==> src/rtl/wb_arbiter.sv <==
// Round-robin writeback arbiter: one-entry completion buffer per FU, one result
// per cycle onto the register-file writeback bus, with stall lock and flush.
module wb_arbiter #(
  parameter int NREQ   = 5,
  parameter int REG_W  = 5,
  parameter int DATA_W = 32,
  parameter int IDX_W  = 3
) (
  input  logic                         CLK,
  input  logic                         RST,
  input  logic [NREQ-1:0]              req_valid,
  input  logic [NREQ-1:0][REG_W-1:0]   req_rd,
  input  logic [NREQ-1:0][DATA_W-1:0]  req_data,
  output logic [NREQ-1:0]              req_ready,
  input  logic [NREQ-1:0]              flush_mask,
  input  logic                         wb_stall,
  output logic                         wb_valid,
  output logic [REG_W-1:0]             wb_rd,
  output logic [DATA_W-1:0]            wb_data,
  output logic [IDX_W-1:0]             wb_fu,
  output logic [15:0]                  wb_count
);

  logic [NREQ-1:0]             buf_v_q, buf_v_d;
  logic [NREQ-1:0][REG_W-1:0]  buf_rd_q, buf_rd_d;
  logic [NREQ-1:0][DATA_W-1:0] buf_data_q, buf_data_d;
  logic [IDX_W-1:0]            rr_ptr_q, rr_ptr_d;
  logic                        lock_v_q, lock_v_d;
  logic [IDX_W-1:0]            lock_idx_q, lock_idx_d;
  logic [15:0]                 cnt_q, cnt_d;

  logic [NREQ-1:0]             cand;
  logic                        gnt_v;
  logic [IDX_W-1:0]            gnt;
  logic [IDX_W-1:0]            idx;
  logic                        xfer;

  function automatic logic [IDX_W-1:0] wrap_add(
    input logic [IDX_W-1:0] a,
    input int               k
  );
    int s;
    s = int'(a) + k;
    if (s >= NREQ) s = s - NREQ;
    return IDX_W'(s);
  endfunction

  // A stalled grant stays locked so the bus is held stable until it drains.
  always_comb begin
    cand  = buf_v_q & ~flush_mask;
    gnt_v = 1'b0;
    gnt   = '0;
    idx   = '0;
    if (lock_v_q && cand[lock_idx_q]) begin
      gnt_v = 1'b1;
      gnt   = lock_idx_q;
    end else begin
      for (int k = 0; k < NREQ; k++) begin
        idx = wrap_add(rr_ptr_q, k);
        if (!gnt_v && cand[idx]) begin
          gnt_v = 1'b1;
          gnt   = idx;
        end
      end
    end
  end

  assign xfer     = gnt_v & ~wb_stall;
  assign wb_valid = gnt_v;
  assign wb_rd    = gnt_v ? buf_rd_q[gnt]   : '0;
  assign wb_data  = gnt_v ? buf_data_q[gnt] : '0;
  assign wb_fu    = gnt_v ? gnt             : '0;
  assign wb_count = cnt_q;

  always_comb begin
    req_ready = '0;
    for (int i = 0; i < NREQ; i++) begin
      req_ready[i] = ~flush_mask[i]
                   & (~buf_v_q[i] | (xfer & (gnt == IDX_W'(i))));
    end
  end

  // rd==0 results are accepted but dropped: nothing to write back.
  always_comb begin
    buf_v_d    = buf_v_q;
    buf_rd_d   = buf_rd_q;
    buf_data_d = buf_data_q;
    for (int i = 0; i < NREQ; i++) begin
      if (flush_mask[i]) begin
        buf_v_d[i] = 1'b0;
      end else if (req_valid[i] && req_ready[i]) begin
        buf_v_d[i]    = |req_rd[i];
        buf_rd_d[i]   = req_rd[i];
        buf_data_d[i] = req_data[i];
      end else if (xfer && (gnt == IDX_W'(i))) begin
        buf_v_d[i] = 1'b0;
      end
    end
  end

  always_comb begin
    rr_ptr_d   = rr_ptr_q;
    lock_v_d   = 1'b0;
    lock_idx_d = lock_idx_q;
    cnt_d      = cnt_q;
    if (xfer) begin
      rr_ptr_d = wrap_add(gnt, 1);
      if (cnt_q != 16'hFFFF) cnt_d = cnt_q + 16'd1;
    end else if (gnt_v) begin
      lock_v_d   = 1'b1;
      lock_idx_d = gnt;
    end
  end

  always_ff @(posedge CLK or posedge RST) begin
    if (RST) begin
      buf_v_q    <= '0;
      buf_rd_q   <= '0;
      buf_data_q <= '0;
      rr_ptr_q   <= '0;
      lock_v_q   <= 1'b0;
      lock_idx_q <= '0;
      cnt_q      <= '0;
    end else begin
      buf_v_q    <= buf_v_d;
      buf_rd_q   <= buf_rd_d;
      buf_data_q <= buf_data_d;
      rr_ptr_q   <= rr_ptr_d;
      lock_v_q   <= lock_v_d;
      lock_idx_q <= lock_idx_d;
      cnt_q      <= cnt_d;
    end
  end

endmodule

==> config.mk <==
export PLATFORM = sky130hd
export DESIGN_NAME = wb_arbiter
export DESIGN_NICKNAME = d
export VERILOG_FILES = /design/src/rtl/wb_arbiter.sv
export SDC_FILE = /design/constraint.sdc
export NUM_CORES = 1
export LEC_CHECK = 0
export ABC_AREA = 1
export CORE_MARGIN = 1
export CORE_UTILIZATION = 50
export CTS_BUF_LIST = sky130_fd_sc_hd__clkbuf_2 sky130_fd_sc_hd__clkbuf_4 sky130_fd_sc_hd__clkbuf_8
export DETAILED_ROUTE_END_ITERATION = 7
export HOLD_SLACK_MARGIN = 0.03
export PLACE_DENSITY = 0.79
export SYNTH_ARGS = -nofsm -noshare
export SYNTH_HDL_FRONTEND = slang
export SYNTH_SLANG_ARGS = --single-unit
==> constraint.sdc <==
create_clock -name CLK -period 14.95 [get_ports CLK]
set_input_delay 1.495 -clock CLK [delete_from_list [all_inputs] [get_ports CLK]]
set_output_delay 1.495 -clock CLK [all_outputs]
set_load 0.1 [all_outputs]
-- Yosys cells after proc, flatten, opt, wreduce, memory -nomap -nowiden
Cells that the tools add are included.
- input port bits: 198
- register bits: 213
- logic and storage cells: 179
- output and inout bits: 62
- add/subtract/negate cells: 12
- order comparisons: 13
- mux-type cells: 63
- equality and inequality tests: 5
- bitwise logic cells: 30
- reduce and logical (&&, ||, !) cells: 37
- operators with widths (kind ; count):
    32-bit binary-select mux with 3-bit select ; 1
    32-bit 2-to-1 mux ; 2
    3-bit 2-to-1 mux ; 18
    1-bit 2-to-1 mux ; 33
    3-bit by 4-bit less-than comparator with 1-bit output, second input constant ; 7
    5-bit OR reduction ; 5
    4-bit by 3-bit greater-or-equal comparator with 1-bit output, second input constant ; 5
    1-bit binary-select mux with 3-bit select ; 6
    3-bit subtractor, second input constant ; 6
    16-bit by 1-bit adder with 16-bit output, second input constant ; 1
    16-bit inequality test, second input constant ; 1
    5-bit binary-select mux with 3-bit select ; 1
    1-bit logical AND ; 15
    3-bit nonzero test ; 5
    2-bit AND reduction ; 7
    1-bit inverter ; 12
    1-bit bitwise AND ; 11
    5-bit 2-to-1 mux ; 2
    3-bit by 1-bit adder with 4-bit output, second input constant ; 2
    3-bit by 2-bit adder with 4-bit output, second input constant ; 2
    3-bit by 2-bit equality test with 1-bit output, second input constant ; 2
    5-bit bitwise AND ; 1
    5-bit inverter ; 1
    1-bit OR ; 5
    6 further kinds ; 9

-- Logic depth before layout (Yosys ltp)
Gate-level depths: netlist of run 1.
- word-level depth: 33
- gate-level depth with buffers: 31
- depth with buffers taken out: 29

-- Least setup slack after synthesis of run 1
Ideal clock, no wire load.
- path kind: input to output
- start point: input flush_mask[2]
- end point: output req_ready[0]
- cell stages on the path: 19
- required time: 13455 ps
- buffers on the path: 1
- slack: 8555 ps
- arrival: 4900 ps
- cell sequence: inv_1 -> nand2_1 -> o21ai_0 -> a21oi_1 -> o21ai_1 -> nand2_1 -> nor2_1 -> inv_1 -> nand2_1 -> inv_1 -> nand2_2 -> nand2_4 -> buf_2 -> inv_1 -> ha_1 -> inv_1 -> nor2_2 -> nand2_1 -> a21oi_1
- cells in the longest elaborated chain, start to end: 26
- elaborated cells between the ends (all ways): 44
- those cells by class: mux: 28; bitwise: 6; reduce/logical: 10
- ends and longest elaborated chain (item ; line ; RTL):
    from (decl) ; 15 ; input logic [NREQ-1:0] flush_mask,
    5-bit inverter (*) ; 50 ; cand = buf_v_q & ~flush_mask;
    5-bit bitwise AND (*) ; 50 ;
    1-bit binary-select mux with 3-bit select ; 60 ; if (!gnt_v && cand[idx]) begin
    1-bit 2-to-1 mux (implied by the code) ; 60 ;
    1-bit 2-to-1 mux ; 60 ;
    1-bit 2-to-1 mux ; 54 ; if (lock_v_q && cand[lock_idx_q]) begin
    1-bit zero test ; 60 ;
    1-bit logical AND ; 60 ;
    [... 11 more ...] ; - ;
    1-bit logical AND ; 60 ;
    3-bit 2-to-1 mux ; 60 ;
    3-bit 2-to-1 mux (*) ; 54 ;
    net gnt[1] ; 34 ; logic [IDX_W-1:0] gnt;
    3-bit zero test (*) ; 79 ; & (~buf_v_q[i] | (xfer & (gnt == IDX_W'(i))));
    1-bit bitwise AND (*) ; 79 ;
    1-bit OR (*) ; 79 ;
    1-bit bitwise AND (*) ; 79 ;
    to (decl) ; 14 ; output logic [NREQ-1:0] req_ready,
The timed path passes the listed nets; every way through them passes the cells marked *. The select of a mux whose other input is x is not followed.

-- Worst setup path after layout of run 1
- start point: input flush_mask[2]
- end point: output req_ready[4]
- cells in the longest elaborated chain, start to end: 26
- elaborated cells between the ends (all ways): 44
- those cells by class: eq/ne: 1; mux: 28; bitwise: 6; reduce/logical: 9
- ends and longest elaborated chain (item ; line):
    5-bit inverter (*) ; 50
    5-bit bitwise AND (*) ; 50
    1-bit binary-select mux with 3-bit select ; 60
    1-bit 2-to-1 mux (implied by the code) ; 60
    1-bit 2-to-1 mux ; 60
    1-bit 2-to-1 mux ; 54
    1-bit zero test ; 60
    1-bit logical AND ; 60
    [... 10 more ...] ; -
    1-bit zero test ; 60
    1-bit logical AND ; 60
    3-bit 2-to-1 mux or 1-bit 2-to-1 mux (tied branches) ; 60
    3-bit 2-to-1 mux or 1-bit 2-to-1 mux (tied branches) ; 54
    3-bit equality test or 1-bit bitwise AND (tied branches) ; 79, 68
    1-bit bitwise AND (*) ; 79
    1-bit OR (*) ; 79
    1-bit bitwise AND (*) ; 79
Mark *: on every way between the ends. The rest lies on a longest branch, timed or not. The select of a mux whose other input is x is not followed.

==> out/metrics.cfg, run 1 <==
[status]
status = completed

[logic_synthesis]
syn_area_um2 = 12300
synth-seq-area-share_pct = 43.2
synth-edff-count = 0
async_flop_share_pct = 100
yosys_warnings = 0
synth_cell_types = 40
syn_inst = 1658
synthFlopType = dfrtp_1
ys_ff_latch = 213
syn_area_per_cell_um2 = 7.45
synthesis.nets = 1872

[place]
gp_congestion = 0.929
dp_slack_ns = 5.83
dp_hpwl_um = 27000
place_area_um2 = 14700
io_buffers = 259

[timing]
setup_viol = 0
timing.fmax_ghz = 0.109
period_share_pct = 61.6
finalSetupTns_ns = 0
hold_viol_final = 0
finalClockSkew_ns = 0.0303
fin_crit_ns = 9.21
worstMarginPinSlew_ns = 1.20
relSlewSlack_pct = 20.1
drv_slew = 0
setup_ws_ns = 5.74
rsz0062_at_grt = false

[worst_setup_path]
cp.required_ns = 13.46
path_class = input pin to output pin
worst_ep_arrival_time_ns = 7.71
cp-end-kind = output pin
path_max_fanout = 43
cp-start-kind = input pin

[final_layout]
final_core_util_pct = 63.9
layout-area-overhead-vs-synth_pct = 25.5
fillers = 2098
fin_area_um2 = 15500
layout-drive-gt1-share_pct = 7.10
fin_nets = 2078
n_antenna_cell = 0

[floorplan]
core_um2 = 24200
die_area_um2 = 25300
fp-row-count = 57
io_pins = 260
start_util_pct = 50.9
chipHeight_um = 159
chipWidth_um = 159

[global_routing]
grt_use_total_pct = 30.4
grt_pass1_vias = 11500
grt_pass1_wl_um = 61500
antenna_found_initial = 0
grt_start_max_net_pins = 142
grt_overflow_total = 0

[clock_network]
cts_num_sinks = 213
clock_path_buffers = 3
holdBufCountCts = 0
post_cts_resize_count = 0
cts_setup_buffers = 0
cts_buffers = 39
clock-root-buffer = clkbuf_8
clkTransAtPathRegs_ns = 0.05
clk_latency_ns = 0.55
cts_tree = done
htree_levels = 2

[detailed_routing]
avgViaCountPerCell = 5.54
drt_iter0_drc = 1190
num_vias = 12200
drtAntennaViolNets = 0
drt-total-wl_um = 38500
first_pass_iters = 7
drcViolationCount = 0
wl_per_cell_um = 17.4

[run]
drv_cap = 0

[hold_path]
hold_path_class = flop to flop

[registers in the layout (all words and copies together) (netlist names)]
name / count
buf_rd_q: 25
lock_idx_q: 3
buf_v_q: 5
buf_data_q: 160
wb_count: 16
rr_ptr_q: 3
lock_v_q: 1
[cell type report]
| class | instances | area, µm² | share of cell area (%) |
|---|---|---|---|
| inverters | 134 | 510 | 3.30 |
| clock inverters | 5 | 36.3 | 0.234 |
| flip-flops and latches | 213 | 5330 | 34.4 |
| clock buffers | 59 | 712 | 4.60 |
| multi-input cells | 1204 | 5810 | 37.5 |
| well taps | 324 | 405 | 2.62 |
| repair buffers | 272 | 2690 | 17.4 |
[through the flow]
stage / std cells / hold WS, ns
after CTS: 2211 / 0.473
after global placement: 2147 / 0.454
after detailed placement: 2147 / 0.459
after global routing: 2211 / 0.489
after floorplan: 1658 / 0.442
final: 2211 / 0.470
[Yosys cell counts, types with 21 or more instances]
library cell,number,area (µm²)
inv_1,128,480
nor2_1,162,608
nand2_1,481,1810
o21ai_0,42,210
nand3_1,195,976
a21oi_1,82,410
nand4_1,122,763
nand2_2,21,131
buf_6,27,304
dfrtp_1,213,5330
clkbuf_1,36,135
buf_4,21,158
[routing by layer]
metal  routed length (µm)  vias up  global-route usage, %  share of wire, %
met2                16900      587                   44.5                44
met3                 3400       60                   5.65               8.8
met1                17200     5750                   45.5                45
met5                    0        -                      0                 0
met4                 1040        0                   9.62               2.7
li1                     -     5847                      -                 -
[worst max-delay path, cell delays in order]
cell and delay [ns]:
clkdlybuf4s50_1 0.45, inv_1 0.07, buf_4 0.37, nand2_1 0.30, o21ai_0 0.23, a21oi_1 0.06, o21ai_1 0.17, nand2_1 0.07
nor2_1 0.26, inv_1 0.20, nand2_1 0.11, inv_1 0.05, nand2_2 0.56, nand2_4 0.50, inv_1 0.23, ha_1 0.16
inv_1 0.04, nor2_2 0.14, nand3_2 0.13, a21oi_4 0.73, clkdlybuf4s50_1 1.34
[layout by cell type (no fill, tap or decap), drive strengths merged, types with 6 or more instances in the layout]
master         synthesis  routed
xor2                  11      11
a21oi                 83      83
xnor2                  6       6
o21ai                 63      63
buf                   68      13
clkdlybuf4s50          0     259
inv                  134     134
nor2                 169     169
nand2                506     506
clkbuf                39      59
nand3                204     204
nand4                124     124
dfrtp                213     213
ha                    15      15
[path summary, 6_finish.rpt]
| check | startpoint | end | slack (ns) | cells past startpoint |
|---|---|---|---|---|
| setup / recovery | flush_mask[2] | req_ready[4] | 5.74 | 21 |
| hold / removal | buf_data_q[64] | buf_data_q[64] | 0.47 | 2 |
| setup reg to reg | rr_ptr_q[0] | buf_data_q[5] | 8.48 | 24 |
| hold reg to reg | buf_data_q[64] | buf_data_q[64] | 0.47 | 2 |
| max in group asynchronous | RST | buf_data_q[120] | 11.79 | 3 |
| min in group asynchronous | RST | wb_count[5] | 1.52 | 2 |
[kinds of logic (layout without fill, tap and decap cells)]
logic type | Yosys count | in the layout | share of synthesized area [%]
buffers and inverters | 241 | 470 | 9.77
DFF | 213 | 213 | 43.2
AOI/OAI and AO/OA | 154 | 154 | 6.66
and+or+nand+nor | 1017 | 1017 | 37.5
adders and majority gates | 16 | 16 | 1.68
xor gates and xnor gates | 17 | 17 | 1.21
Power of run 1 is left out: the tool's default activity adds up to more than one toggle a clock period on the data nets, which glitch-free logic cannot reach.
==> run 2, diff against run 1 <==
==> constraint.sdc (replaced) <==
create_clock -name CLK -period 8.5 [get_ports CLK]
set_input_delay 0.85 -clock CLK [delete_from_list [all_inputs] [get_ports CLK]]
set_output_delay 0.85 -clock CLK [all_outputs]
set_load 0.1 [all_outputs]
==> run 2 against run 1 <==
Compared with the run above:
- core utilization up 0.24 points
- worst hold slack about the same
- non-clock buffer count up 1
- final area up 0.37%
- count of clock-buffer cells in the layout up 3
- critical path depth up 6
- via count up 1.1%
- clock skew down 0.014 ns
- cell count up 0.45%
- global-route usage up 0.85 points
- wire length up 3.1%
- sequential cell count unchanged
==> out/metrics.cfg, run 2 (synthesized netlist as in run 1, its figures left out) <==
[global_routing]
grt_pass1_vias = 11700  ; +2.2%
grt_overflow_total = 0  ; unchanged
grt_use_total_pct = 31.3  ; +0.85 points
antenna_found_initial = 1  ; +1
globalRouteMet2Util_pct = 47.6  ; +3.2 points
grt_pass1_wl_um = 62900  ; +2.2%
grt_start_max_net_pins = 99  ; -30%
grt_busiest_layer = met2
use_met3_pct = 6.07  ; +0.42 points
grtUsageMet1_pct = 44.5  ; -0.93 points

[detailed_routing]
avgViaCountPerCell = 5.57  ; +0.66%
drcViolationCount = 0  ; unchanged
drtAntennaViolNets = 0  ; unchanged
drt_iter0_drc = 1074  ; -9.7%
drt-total-wl_um = 39700  ; +3.1%
first_pass_iters = 5  ; -2
wl_per_cell_um = 17.9  ; +2.6%
num_vias = 12400  ; +1.1%

[place]
io_buffers = 259  ; unchanged
gp_congestion = 0.955  ; +2.9%
dp_hpwl_um = 28300  ; +4.8%
placed_cells = 2148  ; +0.047%

[final_layout]
layout_commonest_cell = nand2_1
largest_register_ffs = 160  ; unchanged
layout-area-overhead-vs-synth_pct = 26.0
largest-register = buf_data_q
fin_nets = 2079  ; +0.048%
final_core_util_pct = 64.1  ; +0.24 points
layout-drive-gt1-share_pct = 8.91  ; +1.8 points
layout_common_cells = 481 x nand2_1, 233 x clkdlybuf4s50_1, 213 x dfrtp_1
fin_cells = 2221  ; +0.45%

[clock_network]
cts_num_sinks = 213  ; unchanged
cts_buffers = 39  ; unchanged
holdBufCountCts = 0  ; unchanged
clock-root-buffer = clkbuf_8
clkTransAtPathRegs_ns = 0.06  ; about the same
htree_levels = 2  ; unchanged
cts_tree = done
post_cts_resize_count = 0  ; unchanged
cts_setup_buffers = 0  ; unchanged
clk_latency_ns = 0.54  ; about the same
clock_path_buffers = 3  ; unchanged

[worst_setup_path]
r2r_end = buf_data_q[11]
worstRegToRegCells = 29  ; +21%
worstSetupEndpoint = req_ready[4]
worst_ep_arrival_time_ns = 6.39  ; -1.32 ns
cp.required_ns = 7.65  ; -5.81 ns
crit_cells = 27  ; +29%
critical_path.slowest_cell = a21oi_4
timing.rr.start = rr_ptr_q[0]
path_class = flop to output pin
reg2reg_slack_ns = 2.23  ; -6.25 ns
cp-start-kind = flop
cp-end-kind = output pin
critPathLaunch = rr_ptr_q[0]
path_buf_inv = 8  ; unchanged
path_max_fanout = 43  ; unchanged
crit_path_max_incr_delay_ns = 0.77  ; -0.57 ns
path_delay_family = simple AND/OR/NAND/NOR gates

[timing]
rsz0062_at_grt = false
relSlewSlack_pct = 19.7  ; -0.48 points
fin_crit_ns = 7.24
drv_slew = 0  ; unchanged
finalClockSkew_ns = 0.0163  ; -0.0140 ns
period_share_pct = 85.2
hold_viol_final = 0  ; unchanged
timing.fmax_ghz = 0.138
setup_viol = 0  ; unchanged
worstMarginPinSlew_ns = 1.20  ; +0.00724 ns
finalSetupTns_ns = 0  ; unchanged

[floorplan]
chipHeight_um = 159  ; unchanged
core_um2 = 24200  ; unchanged
io_pins = 260  ; unchanged
start_util_pct = 50.9  ; unchanged
fp-row-count = 57  ; unchanged
chipWidth_um = 159  ; unchanged
die_area_um2 = 25300  ; unchanged

[run]
drv_cap = 0  ; unchanged

[status]
status = completed

[hold_path]
hold_path_class = flop to flop
min_from = buf_data_q[28]

-- run 2: layout make-up --
cell class	instances	area, µm²
Tap cell	324	405
Sequential cell	213	5330
Multi-Input combinational cell	1204	5810
Inverter	134	510
Fill cell	2134	8700
Timing Repair Buffer	273	2630
Clock buffer	62	791
Antenna cell	1	2.50
Clock inverter	10	70.1
-- run 2: through the flow --
| stage | setup slack (ns) | instance area [µm²] | hold slack [ns] |
|---|---|---|---|
| 2_1_floorplan | 1.83 | 12300 | 0.442 |
| 3_3_place_gp | 1.71 | 14700 | 0.453 |
| 3_5_place_dp | 1.58 | 14700 | 0.459 |
| 4_1_cts | 1.28 | 15500 | 0.473 |
| 5_1_grt | 0.669 | 15500 | 0.479 |
| 6_report | 1.26 | 15500 | 0.470 |
-- run 2: layer usage --
layer,vias up,share of wire [%]
li1,5853,-
met1,5849,43
met2,608,45
met3,71,8.3
met4,0,3.0
met5,-,0
-- run 2: worst min-delay path by stage --
stage	cells after the start	endpoint	slack, ns
3_3_place_gp	2	buf_data_q[68]	0.45
2_1_floorplan	2	buf_data_q[64]	0.44
4_1_cts	2	buf_data_q[25]	0.47
3_5_place_dp	2	buf_data_q[25]	0.46
5_1_grt	2	buf_data_q[25]	0.48
6_report	2	buf_data_q[28]	0.47
-- run 2: worst register-to-register path, delay by kind of cell (launching register included) --
kind / cells / cell delay (ns)
simple gates: 19 / 3.89
buf+inv: 7 / 0.92
fa+ha+maj: 3 / 0.75
flops: 1 / 0.61
Power of run 2 is left out for the same reason.
==> run 3, diff against run 2 <==
==> config.mk (replaced) <==
export PLATFORM = sky130hd
export DESIGN_NAME = wb_arbiter
export DESIGN_NICKNAME = d
export VERILOG_FILES = /design/src/rtl/wb_arbiter.sv
export SDC_FILE = /design/constraint.sdc
export NUM_CORES = 1
export LEC_CHECK = 0
export ABC_AREA = 1
export CORE_MARGIN = 1
export CORE_UTILIZATION = 30
export DETAILED_ROUTE_END_ITERATION = 7
export HOLD_SLACK_MARGIN = 0.03
export SYNTH_ARGS = -nofsm -noshare
export SYNTH_HDL_FRONTEND = slang
export SYNTH_SLANG_ARGS = --single-unit
==> run 3 against run 2 <==
Compared with the run above:
- worst hold slack worse by 0.00077 ns
- global-route usage down 11 points
- critical endpoint is now wb_data[23]
- highest routed layer unchanged
- die area up 66%
==> out/metrics.cfg, run 3 (synthesized netlist as in run 1, its figures left out) <==
[status]
status = completed

[worst_setup_path]
worst_ep_arrival_time_ns = 6.42  ; +0.03 ns
cp-start-kind = flop
path_class = flop to output pin
cp-end-kind = output pin
cp.required_ns = 7.65  ; about the same
path_max_fanout = 43  ; unchanged
path_cells = inv_2 > ha_1 > inv_1 > fa_1 > o21ai_0 > inv_1 > nand4_1 > nand2_1 > nand3_1 > nor2_1 > nor2_1 > nand3_1 > nand2_2 > nand2_4 > nor2_8 > nand3_1 > nand2_1 > nor2_1 > clkdlybuf4s50_1
path_delay_family = simple AND/OR/NAND/NOR gates
crit_path_max_incr_delay_ns = 0.98  ; +0.21 ns
critical_path.slowest_cell = clkdlybuf4s50_1
path_buf_inv = 4  ; -4

[timing]
worstMarginPinSlew_ns = 1.19  ; -0.00927 ns
rsz0062_at_grt = false
finalClockSkew_ns = 0.0252  ; +0.00891 ns
hold_viol_final = 0  ; unchanged
timing.fmax_ghz = 0.138  ; -0.37%
setup_viol = 0  ; unchanged
period_share_pct = 85.5  ; +0.32 points
fin_crit_ns = 7.27  ; +0.0272 ns
setup_ws_ns = 1.23  ; -0.0272 ns
finalSetupTns_ns = 0  ; unchanged
relSlewSlack_pct = 20.1  ; +0.40 points
drv_slew = 0  ; unchanged

[clock_network]
holdBufCountCts = 0  ; unchanged
cts_tree = done
cts_num_sinks = 213  ; unchanged
cts_setup_buffers = 0  ; unchanged
post_cts_resize_count = 0  ; unchanged
clkTransAtPathRegs_ns = 0.05  ; about the same
clk_latency_ns = 0.56  ; +0.02 ns
clock_path_buffers = 3  ; unchanged
cts_buffers = 26  ; -33%
clock-root-buffer = clkbuf_16
htree_levels = 1  ; -1

[final_layout]
final_core_util_pct = 39.5  ; -25 points
layout_commonest_cell = nand2_1
largest_register_ffs = 160  ; unchanged
layout_common_cells = 481 x nand2_1, 218 x clkdlybuf4s50_1, 213 x dfrtp_1
largest-register = buf_data_q
fin_nets = 2068  ; -0.53%
layout-area-overhead-vs-synth_pct = 28.7
layout-drive-gt1-share_pct = 8.54  ; -0.38 points

[global_routing]
grt_use_total_pct = 20.2  ; -11 points
grt_start_max_net_pins = 83  ; -16%
grt_pass1_wl_um = 66100  ; +5.0%
grt_overflow_total = 0  ; unchanged
antenna_found_initial = 1  ; unchanged
grt_pass1_vias = 11600  ; -0.53%

[place]
io_buffers = 259  ; unchanged
gp_congestion = 0.961  ; +0.58%
dp_slack_ns = 1.55  ; -0.0205 ns
dp_hpwl_um = 31200  ; +10%

[detailed_routing]
first_pass_iters = 5  ; unchanged
drt-total-wl_um = 42700  ; +7.4%
drcViolationCount = 0  ; unchanged
drtAntennaViolNets = 0  ; unchanged
drt_iter0_drc = 990  ; -7.8%
avgViaCountPerCell = 4.94  ; -11%
num_vias = 11800  ; -4.3%
wl_per_cell_um = 17.8  ; -0.62%

[floorplan]
die_area_um2 = 42000  ; +66%
core_um2 = 40200  ; +66%
chipHeight_um = 205  ; +29%
fp-row-count = 73  ; +28%
io_pins = 260  ; unchanged
start_util_pct = 30.7  ; -20 points
chipWidth_um = 205  ; +29%

[hold_path]
hold_path_class = flop to flop

[run]
drv_cap = 0  ; unchanged

[run 3: cell count changes in the layout (fill, tap and decap cells not counted), sizes merged]
cell,change
clkbuf,-29
buf,+17
clkdlybuf4s50,-15
bufinv,+6
clkinv,+2
clkinvlp,-2
inv,-1
[run 3: per-layer routing]
layer	GRT usage (%)	vias up	routed length, µm
li1	-	5823	-
met1	29.6	5562	20100
met2	30.4	402	18600
met3	3.31	61	3030
met4	5.26	0	918
met5	0	-	0
[run 3: layout make-up]
cell class | count | area (µm²)
antenna | 1 | 2.50
inverter | 134 | 510
tap | 525 | 657
clock inverter | 15 | 244
fill | 4188 | 24300
sequential | 213 | 5330
multi-input combinational | 1204 | 5810
clock buffer | 33 | 727
timing repair buffer | 275 | 2610
[run 3: per-stage QoR]
step / hold WS (ns) / instances / area [µm²]
floorplan: 0.442 / 1658 / 12300
global placement: 0.454 / 2351 / 14900
detailed placement: 0.458 / 2351 / 14900
CTS: 0.473 / 2399 / 15900
global route: 0.482 / 2400 / 15900
finish: 0.469 / 2400 / 15900
[run 3: final timing paths]
| check | start | slack [ns] | cells past startpoint | endpoint |
|---|---|---|---|---|
| worst min register to register | buf_rd_q[19] | 0.47 | 2 | buf_rd_q[19] |
| max in group asynchronous | RST | 6.36 | 3 | buf_data_q[108] |
| worst max-delay path | rr_ptr_q[0] | 1.23 | 19 | wb_data[23] |
| worst min-delay path | buf_rd_q[19] | 0.47 | 2 | buf_rd_q[19] |
| worst max register to register | rr_ptr_q[0] | 1.89 | 22 | buf_rd_q[2] |
| min in group asynchronous | RST | 0.77 | 2 | wb_count[5] |
[run 3: tightest hold or removal path, delay by kind of cell, from the launching register on]
kind,cells,cell delay (ns)
flip-flops,1,0.34
AND/OR/NAND/NOR,2,0.09
Power of run 3 is left out for the same reason.
